==> src/rtl/bit_serializer.sv <==
// Parallel-to-serial shifter: loads a DATA_W-bit word and emits it one bit per bit_en strobe.
// Latency: first bit on dout one cycle after the accept edge; back-to-back words leave no gap.
// Backpressure: din_ready is high in IDLE or on an advancing last bit; bit_en=0 freezes the frame.
module bit_serializer #(
  parameter int DATA_W    = 8,
  parameter bit MSB_FIRST = 1'b1
) (
  input  logic              clk,
  input  logic              rst,
  input  logic [DATA_W-1:0] din,
  input  logic              din_valid,
  output logic              din_ready,
  input  logic              bit_en,
  output logic              dout,
  output logic              dout_valid,
  output logic              dout_last,
  output logic              busy
);

  // Counter holds the number of bits still to come after the one on dout.
  localparam int CW = (DATA_W > 1) ? $clog2(DATA_W) : 1;

  localparam logic [0:0] IDLE  = 1'b0;
  localparam logic [0:0] SHIFT = 1'b1;

  logic [0:0]        state;
  logic [DATA_W-1:0] sreg;
  logic [CW-1:0]     cnt;
  logic              in_shift;
  logic              cnt_zero;
  logic              last_adv;
  logic              load;
  logic [DATA_W-1:0] sreg_adv;

  assign in_shift = (state == SHIFT);
  assign cnt_zero = (cnt == '0);

  // The last bit is being consumed this cycle, so a new word may take its place.
  assign last_adv  = in_shift && cnt_zero && bit_en;
  assign din_ready = (state == IDLE) || last_adv;
  assign load      = din_valid && din_ready;

  // Next bit moves toward the output end; vacated positions fill with zero.
  assign sreg_adv = MSB_FIRST ? {sreg[DATA_W-2:0], 1'b0}
                              : {1'b0, sreg[DATA_W-1:1]};

  // Frame control: load, advance on strobe, drop back to IDLE after the last bit.
  always_ff @(posedge clk or posedge rst) begin
    if (rst) begin
      state <= IDLE;
      sreg  <= '0;
      cnt   <= '0;
    end else if (load) begin
      state <= SHIFT;
      sreg  <= din;
      cnt   <= CW'(DATA_W - 1);
    end else if (in_shift && bit_en) begin
      if (cnt_zero) begin
        state <= IDLE;
        sreg  <= '0;
      end else begin
        sreg <= sreg_adv;
        cnt  <= cnt - CW'(1);
      end
    end
  end

  // Outputs decode straight from state so reset clears them without a clock.
  assign dout       = in_shift ? (MSB_FIRST ? sreg[DATA_W-1] : sreg[0]) : 1'b0;
  assign dout_valid = in_shift;
  assign dout_last  = in_shift && cnt_zero;
  assign busy       = in_shift;

endmodule

==> config.mk <==
export PLATFORM = sky130hd
export DESIGN_NAME = bit_serializer
export DESIGN_NICKNAME = d
export VERILOG_FILES = /design/src/rtl/bit_serializer.sv
export SDC_FILE = /design/constraint.sdc
export NUM_CORES = 1
export LEC_CHECK = 0
export CAP_MARGIN = 15
export CORE_MARGIN = 5
export CORE_UTILIZATION = 51
export DETAILED_ROUTE_END_ITERATION = 10
export GPL_TIMING_DRIVEN = 0
export PLACE_DENSITY = 0.82
export SLEW_MARGIN = 20
export SYNTH_ARGS = -nofsm -noshare
export SYNTH_HDL_FRONTEND = slang
export SYNTH_SLANG_ARGS = --single-unit
==> constraint.sdc <==
create_clock -name clk -period 3.8 [get_ports clk]
set_input_delay 0.95 -clock clk [delete_from_list [all_inputs] [get_ports clk]]
set_output_delay 0.95 -clock clk [all_outputs]
set_load 0.01 [all_outputs]
# Word level (Yosys, flattened, before mapping)
# Index checks and enable logic that the tools add are counted.
# word_totals
regBits	12
input_bits	12
output_inout_bits	5
wordCells	26
# op_classes
addsub	1
eq_ne	1
mux	10
bitwise_logic	1
n_reduce_logical	10
# op_table
cell	count
two-way mux 8 bit	3
two-way mux 3 bit	3
logical AND 1 bit	4
two-way mux 1 bit	4
AND reduction 2 bit	2
nonzero test 2 bit	2
logical NOT 3 bit	1
subtractor 3 x 1 -> 3 bit (second input constant)	1
inequality test 2 x 1 -> 1 bit (second input constant)	1
logical OR 1 bit	1
NOT 1 bit	1

# Longest topological paths before layout
# Gate-level depths: netlist of run 1.
# logic_depth
word_depth	7
mapped_depth	6
mapped_depth_nobuf	5

# Least setup slack after synthesis of run 1
# Ideal clock, no wire load.
# synth_path
path_type	input to output
start	input port bit_en
end	output port din_ready
arrival_time_ns	1.207
required_ns	2.850
slack_ns	1.643
path_stages	3
n_path_buf	1
path_cell_list	buf_6 -> nand2_1 -> nand2_1
# synth_via
elab_chain_len	2
# synth_rtl
element	line_no	rtl
from (decl)	13	input logic bit_en,
logical AND 1 bit	39	assign last_adv = in_shift && cnt_zero && bit_en;
logical OR 1 bit	40	assign din_ready = (state == IDLE) || last_adv;
to (decl)	12	output logic din_ready,
# Every way passes these cells.

# Final worst setup path of run 1
# layout_path
start	register cnt[0]
end	output port din_ready
# layout_via
elab_chain_len	4
# layout_rtl
element	line_no	rtl
from (decl)	28	logic [CW-1:0] cnt;
from (signal assigned)	56	cnt <= CW'(DATA_W - 1);
from (signal assigned)	63	cnt <= cnt - CW'(1);
logical NOT 3 bit	36	assign cnt_zero = (cnt == '0);
logical AND 1 bit (2 in a row)	39	
logical OR 1 bit	40	
# Every way passes these cells.

==> metrics list, run 1 <==
* # Max-Cap Violations: 0
- Of the post-synthesis cell area, the dominant cell type holds 41.9%.
- Largest net degree at the start of global routing: 13
- TritonCTS built the clock tree.
* Number of setup buffers added after CTS: 0
* Endpoint with the worst hold slack: sreg[0]
- Die span in x: 47.5 um
- Counting along the longest clock path gives a buffer depth of 2.
- Crit path cell chain: inv_1 -> ha_1 -> nor2b_1 -> nand2_1 -> nand2_1 -> clkdlybuf4s50_1
- Register-to-register setup slack: 2350 ps
- In this run the power spent charging and discharging nets is 0.181 mW.
- Worst min path class: register to register
- Finished Layout Cells: 114
- Pins over their slew limit: 0
* Accumulated negative setup slack: 0 ps
- Most frequently used cell type in the post-synthesis netlist: dfrtp_1
- Most common flop cell mapped by yosys: dfrtp_1
- Power per Cell Area: 577 nW/um2
* Switching share of power: 34.0%
- Per report_power, the combinational group accounts for 40.3% of the total.
* Wire length of the first global-routing pass: 2.58 mm
- Counting instances, the worst hold path has a depth of 2.
- Synthesis produced a netlist whose cell count is 80.
* Number of hold violations in the final report: 0
- Once the floorplan was initialized, standard cells occupied 54.4% of the core.
- The first detailed-routing pass took 4 iterations.
- Setup repair after global routing left no endpoint under its margin.
- The routed layout has 646 vias.
- Total Wirelength: 1.56 mm
* Standby leakage power: 0.401 nW
- Syn. warnings: 0
- Clock-pin slew was measured on the worst setup and hold paths at 80 ps.
- WS Path Type: register to primary output
- Final global-route overflow total: 0
- For the worst setup path, the data required time is 2850 ps.
- Startpoint of the tightest hold check path: sreg[0]
- Fill cell count: 100
- First DRT Iteration DRCs: 19
- Final clock period utilization by the worst path: 79.3%
* Initial antenna violation count: 0
* Die boundary height: 47.5 um
- Post-synthesis instance area: 717 um2
* Net count after synthesis: 94
- Number of hold buffers added after cts: 0
* Result of the run: finished clean
- The worst setup path is launched from a register.
- The number of placed instances, taps included, is 110.
- 17 I/O pins were placed.
* CP top delay family: buffers and inverters
- The area growth from synthesis to layout is 28.6%.
- In the synthesized netlist the async set-or-reset flop fraction comes to 100%.
- Power share of the clock group: 19.7%
* Root Buffer: clkbuf_4
* Post-synth EDFFs: 0
- Maximum operating frequency: 332 MHz
- In this run, post-CTS repair resized a total of 0 instances.
* Nature of the critical path endpoint: primary output
- The endpoint identified for the worst register-to-register timing path is busy.
- Row generation in the floorplan step produced 13 rows.
- Routability-driven placement finished with a final weighted congestion of 0.794.
- Final ANT Viol Nets: 0
- Share of post-route cells with drive strength above 1: 14.1%
- Among the stages of the critical path, the cell type that occurs most often is nand2_1.
* Ranking of synthesized cells by instance count: dfrtp_1, nand3_1, a31oi_1, nor2_1, o21ai_1
- Slew of the pin with the lowest slew margin: 477 ps
- The die covers 2260 um2.
* Area of the placeable core: 1320 um2
- Internal Dissipation: 0.351 mW
* Total buffers and inverters traversed by the critical path: 2
- Cells taking the most area after synthesis: dfrtp_1, buf_6, a31oi_1
- Highest net fanout along the worst path: 5
* DP HPWL: 1.15 mm
- #FFs+latches synth: 12
* Count of unique library cells instantiated by Yosys: 25
- In the routed layout, each cell is associated on average with a via count of 5.67.
- Clock network latency to the later pin of the worst-skew pair: 280 ps
* Average cell area after synthesis: 8.96 um2
- In this run the tool buffered the top-level ports with 15 buffer cells.
* Sequential-to-total area share from yosys stat: 41.9%
- In the final design database the tool counted 114 nets.
- Htree depth: 1
* Worst-case reg-to-reg path depth: 5
- The worst-case IR drop observed on VDD is 0.000391 V.
* Min Hold Slack: 531 ps
- Largest area contributor in the synthesized netlist: dfrtp_1
- Crit-path slowest cell: clkdlybuf4s50_1
- Setup violations remaining at the end of the flow were counted as 0.
- Total CTS buffers: 3
- Seq pwr share: 39.9%
- Vias in the first global route: 577
* Count of inserted antenna diode cells: 0
* Arr. time, crit path: 2060 ps
- Global routing used 16.8% of the available tracks.
- Setup clock skew after layout: 10.8 ps
* Avg WL per Cell: 13.7 um
* Headroom to the max-slew limit: 68.1%
* R2r startpoint: cnt[0]
- In the routed design, unresolved DRC markers number 0.
- Minimum clock period after layout: 3010 ps
- Number of sinks on the clock net: 12
- On the worst path, the slowest cell contributes a delay of 530 ps.
==> kinds of logic (layout without fill, tap and decap cells) <==
kind of cell,Yosys count,count (layout),share of synthesized area [%]
flops,12,12,41.9
simple gates,29,29,21.3
buf+inv,10,29,10.1
compound gates,26,26,21.1
mux,1,1,2.09
fa+ha+maj,2,2,3.49
==> worst reg2reg max path: cells and delay by family (launching register included) <==
family / cells / cell delay [ps]
and+or+nand+nor: 2 / 420
DFF: 1 / 410
adders and majority gates: 1 / 230
AOI/OAI and AO/OA: 1 / 190
buffers and inverters: 1 / 90
==> cell type report <==
type	instances	area (um2)	share of cell area, %
plain buffers	6	57.6	6.24
clock buffers	4	36.3	3.93
repair buffers	15	150	16.3
well taps	15	18.8	2.04
flip-flops and latches	12	300	32.6
multi-input cells	58	344	37.3
inverters	4	15.0	1.63
==> state kept, by name (all words and copies together), names as in the netlist <==
signal	flops
busy	1
cnt	3
sreg	8
==> cell usage in the layout, fill, tap and decap left out <==
cell	Yosys	final
a211oi_1	2	2
a21o_1	1	1
a21oi_1	2	2
a31oi_1	7	7
and2_1	2	2
and2b_2	1	1
and4b_1	1	1
buf_2	1	1
buf_4	1	1
buf_6	4	4
clkbuf_4	0	3
clkbuf_8	0	1
clkdlybuf4s50_1	0	15
dfrtp_1	12	12
ha_1	2	2
inv_1	4	4
mux2_4	1	1
nand2_1	5	5
nand2b_1	1	1
nand3_1	8	8
nor2_1	7	7
nor2b_1	2	2
o21ai_0	5	5
o21ai_1	7	7
o22ai_1	1	1
o2bb2ai_1	1	1
or2_2	1	1
or2b_4	1	1
==> how the worst max path moves through the flow <==
| stage | start | end | slack, ps | depth (start not counted) |
|---|---|---|---|---|
| floorplan | bit_en | din_ready | 1640 | 3 |
| global placement | bit_en | din_ready | 1130 | 4 |
| detailed placement | bit_en | din_ready | 1090 | 4 |
| CTS | cnt[0] | din_ready | 790 | 6 |
| global route | cnt[0] | din_ready | 640 | 6 |
| finish | cnt[0] | din_ready | 790 | 6 |
==> power by group through the flow <==
stage | registers (mW) | clock network, mW | logic, mW
after floorplan | 0.205 | 0 | 0.153
after global placement | 0.211 | 0 | 0.209
after detailed placement | 0.213 | 0 | 0.217
after CTS | 0.212 | 0.108 | 0.216
after global routing | 0.218 | 0.114 | 0.245
final | 0.212 | 0.105 | 0.215
==> metrics by stage <==
step | area, um2 | worst slack (ps) | total power [mW] | util, %
CTS | 922 | 786 | 0.536 | 70.0
global placement | 886 | 1130 | 0.420 | 67.2
finish | 922 | 786 | 0.532 | 70.0
floorplan | 717 | 1640 | 0.358 | -
global route | 922 | 643 | 0.577 | 70.0
detailed placement | 886 | 1090 | 0.430 | 67.2
==> per-layer routing <==
layer / part of all wire, % / routed length, um / global-route usage (%) / vias to the layer above
li1: - / - / - / 320
met1: 47 / 726 / 21.9 / 309
met2: 47 / 725 / 25.7 / 15
met3: 5.9 / 92 / 6.77 / 2
met4: 0.77 / 12 / 4.97 / 0
met5: 0 / 0 / 0 / -
(Power assumes the default switching activity.)
==> inputs of run 2 (changes only) <==
- CORE_UTILIZATION: 51 -> 43
- PLACE_DENSITY: 0.82 -> 0.73
- clock period: 3.8 -> 2.77 ns (I/O delays scaled with it)
==> run 2 against run 1 <==
Net effect: combinational power is 35% higher; die area rose by 15%; routed wire length decreased by 4.6%; sequential cell count stayed put; clock skew decreased by 0.77 ps; total power up 29%; sequential share of layout area increased by 0.36 points; cell count is the same; clock power barely moved; sequential power rose by 37%; critical path depth is the same; critical path type unchanged; critical endpoint unchanged; largest cell class unchanged; largest power group unchanged.
==> metrics list, run 2 (synthesis gave the netlist of run 1 again) <==
* Power share of the combinational group: 42.5% (was 40.3%)
- The first-pass GRT wire length came to 2.56 mm (was 2.58 mm).
- The count of buffers added by post-CTS timing repair for setup came to 0 (unchanged).
- Minimum clock period after layout: 2580 ps
* Most frequent standard cell in the layout excluding fill and tap cells: clkdlybuf4s50_1 (unchanged)
* Crit-path slowest cell: clkdlybuf4s50_1 (unchanged)
- The class of the tightest hold or removal check was register to register (unchanged).
- The TritonCTS sink count was 12 (unchanged).
- Placed inst area: 887 um2 (was 886 um2)
- Highest net fanout along the worst path: 5 (unchanged)
* Area growth from synthesis to layout: 27.2% (was 28.6%)
- The worst path uses 93.3% of the clock period.
- CP Data Required Time: 2080 ps (was 2850 ps)
* DP HPWL: 1.09 mm (was 1.15 mm)
* Arr. time, crit path: 1890 ps (was 2060 ps)
- Number of hold violations in the final report: 0 (unchanged)
- Initial antenna violation count: 0 (unchanged)
- Initial cell density of the core: 46.5% (was 54.4%)
- The nature of the critical path endpoint was a primary output (unchanged).
- The routability congestion estimate from global placement is 0.766 (was 0.794).
* Htree depth: 1 (unchanged)
- Design Area, Final: 912 um2 (was 922 um2)
* CP startpoint kind: register (unchanged)
- Total CTS buffers: 3 (unchanged)
- Vias in the first global route: 589 (was 577)
- Area of the die: 2580 um2 (was 2260 um2)
- Final global-route overflow total: 0 (unchanged)
- Length of the first detailed-routing pass in iterations: 4 (unchanged)
- The number of nets with antenna violations after detailed routing came to 0 (unchanged).
- Clock transition time at the flip-flop clock pins of the worst setup and hold paths: 60 ps (was 80 ps)
* Area of the placeable core: 1540 um2 (was 1320 um2)
* Total routing resource utilization after global routing: 12.7% (was 16.8%)
- The fraction of final layout cells with drive strength greater than 1 came to 14.3% (was 14.1%).
* Vias per std cell: 5.42 (was 5.67)
* CTS max path bufs: 2 (unchanged)
* Crit path cell chain: inv_1 -> ha_1 -> nor2b_2 -> nand2_1 -> nand2_1 -> clkdlybuf4s50_1 (was inv_1 -> ha_1 -> nor2b_1 -> nand2_1 -> nand2_1 -> clkdlybuf4s50_1)
- Number of placed I/O pins: 17 (unchanged)
- The total negative slack for setup checks is 0 ps (unchanged).
- The headroom to the max-slew limit is 68.3% (was 68.1%).
* Slew of the pin with the lowest slew margin: 474 ps (was 477 ps)
- The via total after detailed routing was 618 (was 646).
- The kind of cell with the highest combined delay on the critical path is buffers and inverters (unchanged).
* Finish-stage setup viols: 0 (unchanged)
- Internal Dissipation: 0.452 mW (was 0.351 mW)
* Power share of the clock group: 15.2% (was 19.7%)
* Most common cell type on the critical path: nand2_1 (unchanged)
- Switching component of the power: 0.232 mW (was 0.181 mW)
* Switching share of power: 33.9% (was 34.0%)
* Largest net degree at the start of global routing: 13 (unchanged)
* Total number of placement rows: 14 (was 13)
- The total wirelength of the detailed-routed design came to 1.49 mm (was 1.56 mm).
- Derived from the worst setup path, the maximum achievable clock frequency is 387 MHz.
- The power per cell area came to 751 nW/um2 (was 577 nW/um2).
* WS Path Type: register to primary output (unchanged)
- The clock tree from TritonCTS was built (unchanged).
* Die span in x: 50.8 um (was 47.5 um)
* First DRT Iteration DRCs: 16 (was 19)
- Number of buffer cells added on primary ports: 15 (unchanged)
* Pins over their slew limit: 0 (unchanged)
- RSZ-0062 raised after global routing: no (unchanged)
* CP max stage delay: 530 ps (about the same)
- Result of the run: finished clean (unchanged)
- Seq pwr share: 42.3% (was 39.9%)
* # Max-Cap Violations: 0 (unchanged)
* Count of inserted antenna diode cells: 0 (unchanged)
- The final setup skew is 10.0 ps (was 10.8 ps).
* Die boundary height: 50.8 um (was 47.5 um)
- Max FFs per register: 8 (unchanged)
* Number of remaining DRC errors: 0 (unchanged)
- The number of nets in the finished design is 114 (unchanged).
- Total buffers and inverters traversed by the critical path: 2 (unchanged)
* Root Buffer: clkbuf_4 (unchanged)
* Avg WL per Cell: 13.0 um (was 13.7 um)
* Standby leakage power: 0.394 nW (was 0.401 nW)
- Clock network latency to the later pin of the worst-skew pair: 270 ps (was 280 ps)
* Maximum vdd drop: 0.000449 V (was 0.000391 V)
- Commonest cells after routing, fill and taps aside: clkdlybuf4s50_1, dfrtp_1, nand3_1 (unchanged).
- The register with the highest flop count is sreg (unchanged).
-- run 2: power by group through the flow --
stage               Sequential (mW)  Clock [mW]  Combinational, mW
global route                  0.300       0.119              0.326
CTS                           0.289       0.109              0.294
detailed placement            0.292           0              0.293
global placement              0.289           0              0.288
finish                        0.290       0.104              0.291
floorplan                     0.281           0              0.209
-- run 2: layer usage --
metal	up-vias	GRT usage (%)	share of wire, %
li1	318	-	-
met1	291	15.5	46
met2	9	20.2	48
met3	0	6.98	6.2
met4	0	1.28	0
met5	-	0	0
-- run 2: worst reg2reg max path, cell delays in order, from the launching register on --
cell,delay [ps]
dfrtp_1,380
inv_1,70
ha_1,240
and4b_1,220
buf_6,130
o21ai_0,150
o21ai_1,90
-- run 2: layout make-up --
class | count | area, um2
fillers | 150 | 629
multi-input cells | 58 | 347
flip-flops and latches | 12 | 300
repair buffers | 15 | 150
plain buffers | 6 | 57.6
clock buffers | 3 | 22.5
well taps | 16 | 20.0
inverters | 4 | 15.0
-- run 2: repair_timing --
| item | 4_1_cts | 5_1_grt |
|---|---|---|
| resized for setup | 0 | 1 |
| setup endpoints to repair | 0 | 1 |
| hold buffers | 0 | 0 |
-- run 2: path summary, 6_finish.rpt --
check | startpoint | end | slack (ps) | depth (start not counted)
worst max-delay path | cnt[0] | din_ready | 190 | 6
worst min register to register | sreg[0] | sreg[0] | 530 | 2
max in group asynchronous | rst | busy | 1710 | 2
worst max register to register | cnt[0] | sreg[0] | 1370 | 6
min in group asynchronous | rst | sreg[7] | 730 | 2
worst min-delay path | sreg[0] | sreg[0] | 530 | 2
-- run 2: metrics by stage --
| stage | utilization (%) | setup slack [ps] | total power, mW | cells | hold slack [ps] |
|---|---|---|---|---|---|
| 4_1_cts | 59.0 | 99.7 | 0.693 | 114 | 531 |
| 2_1_floorplan | - | 1030 | 0.491 | 80 | 485 |
| 6_report | 59.2 | 187 | 0.685 | 114 | 531 |
| 3_3_place_gp | 57.5 | 414 | 0.577 | 111 | 516 |
| 3_5_place_dp | 57.5 | 414 | 0.585 | 111 | 521 |
| 5_1_grt | 59.2 | 72.7 | 0.745 | 114 | 570 |
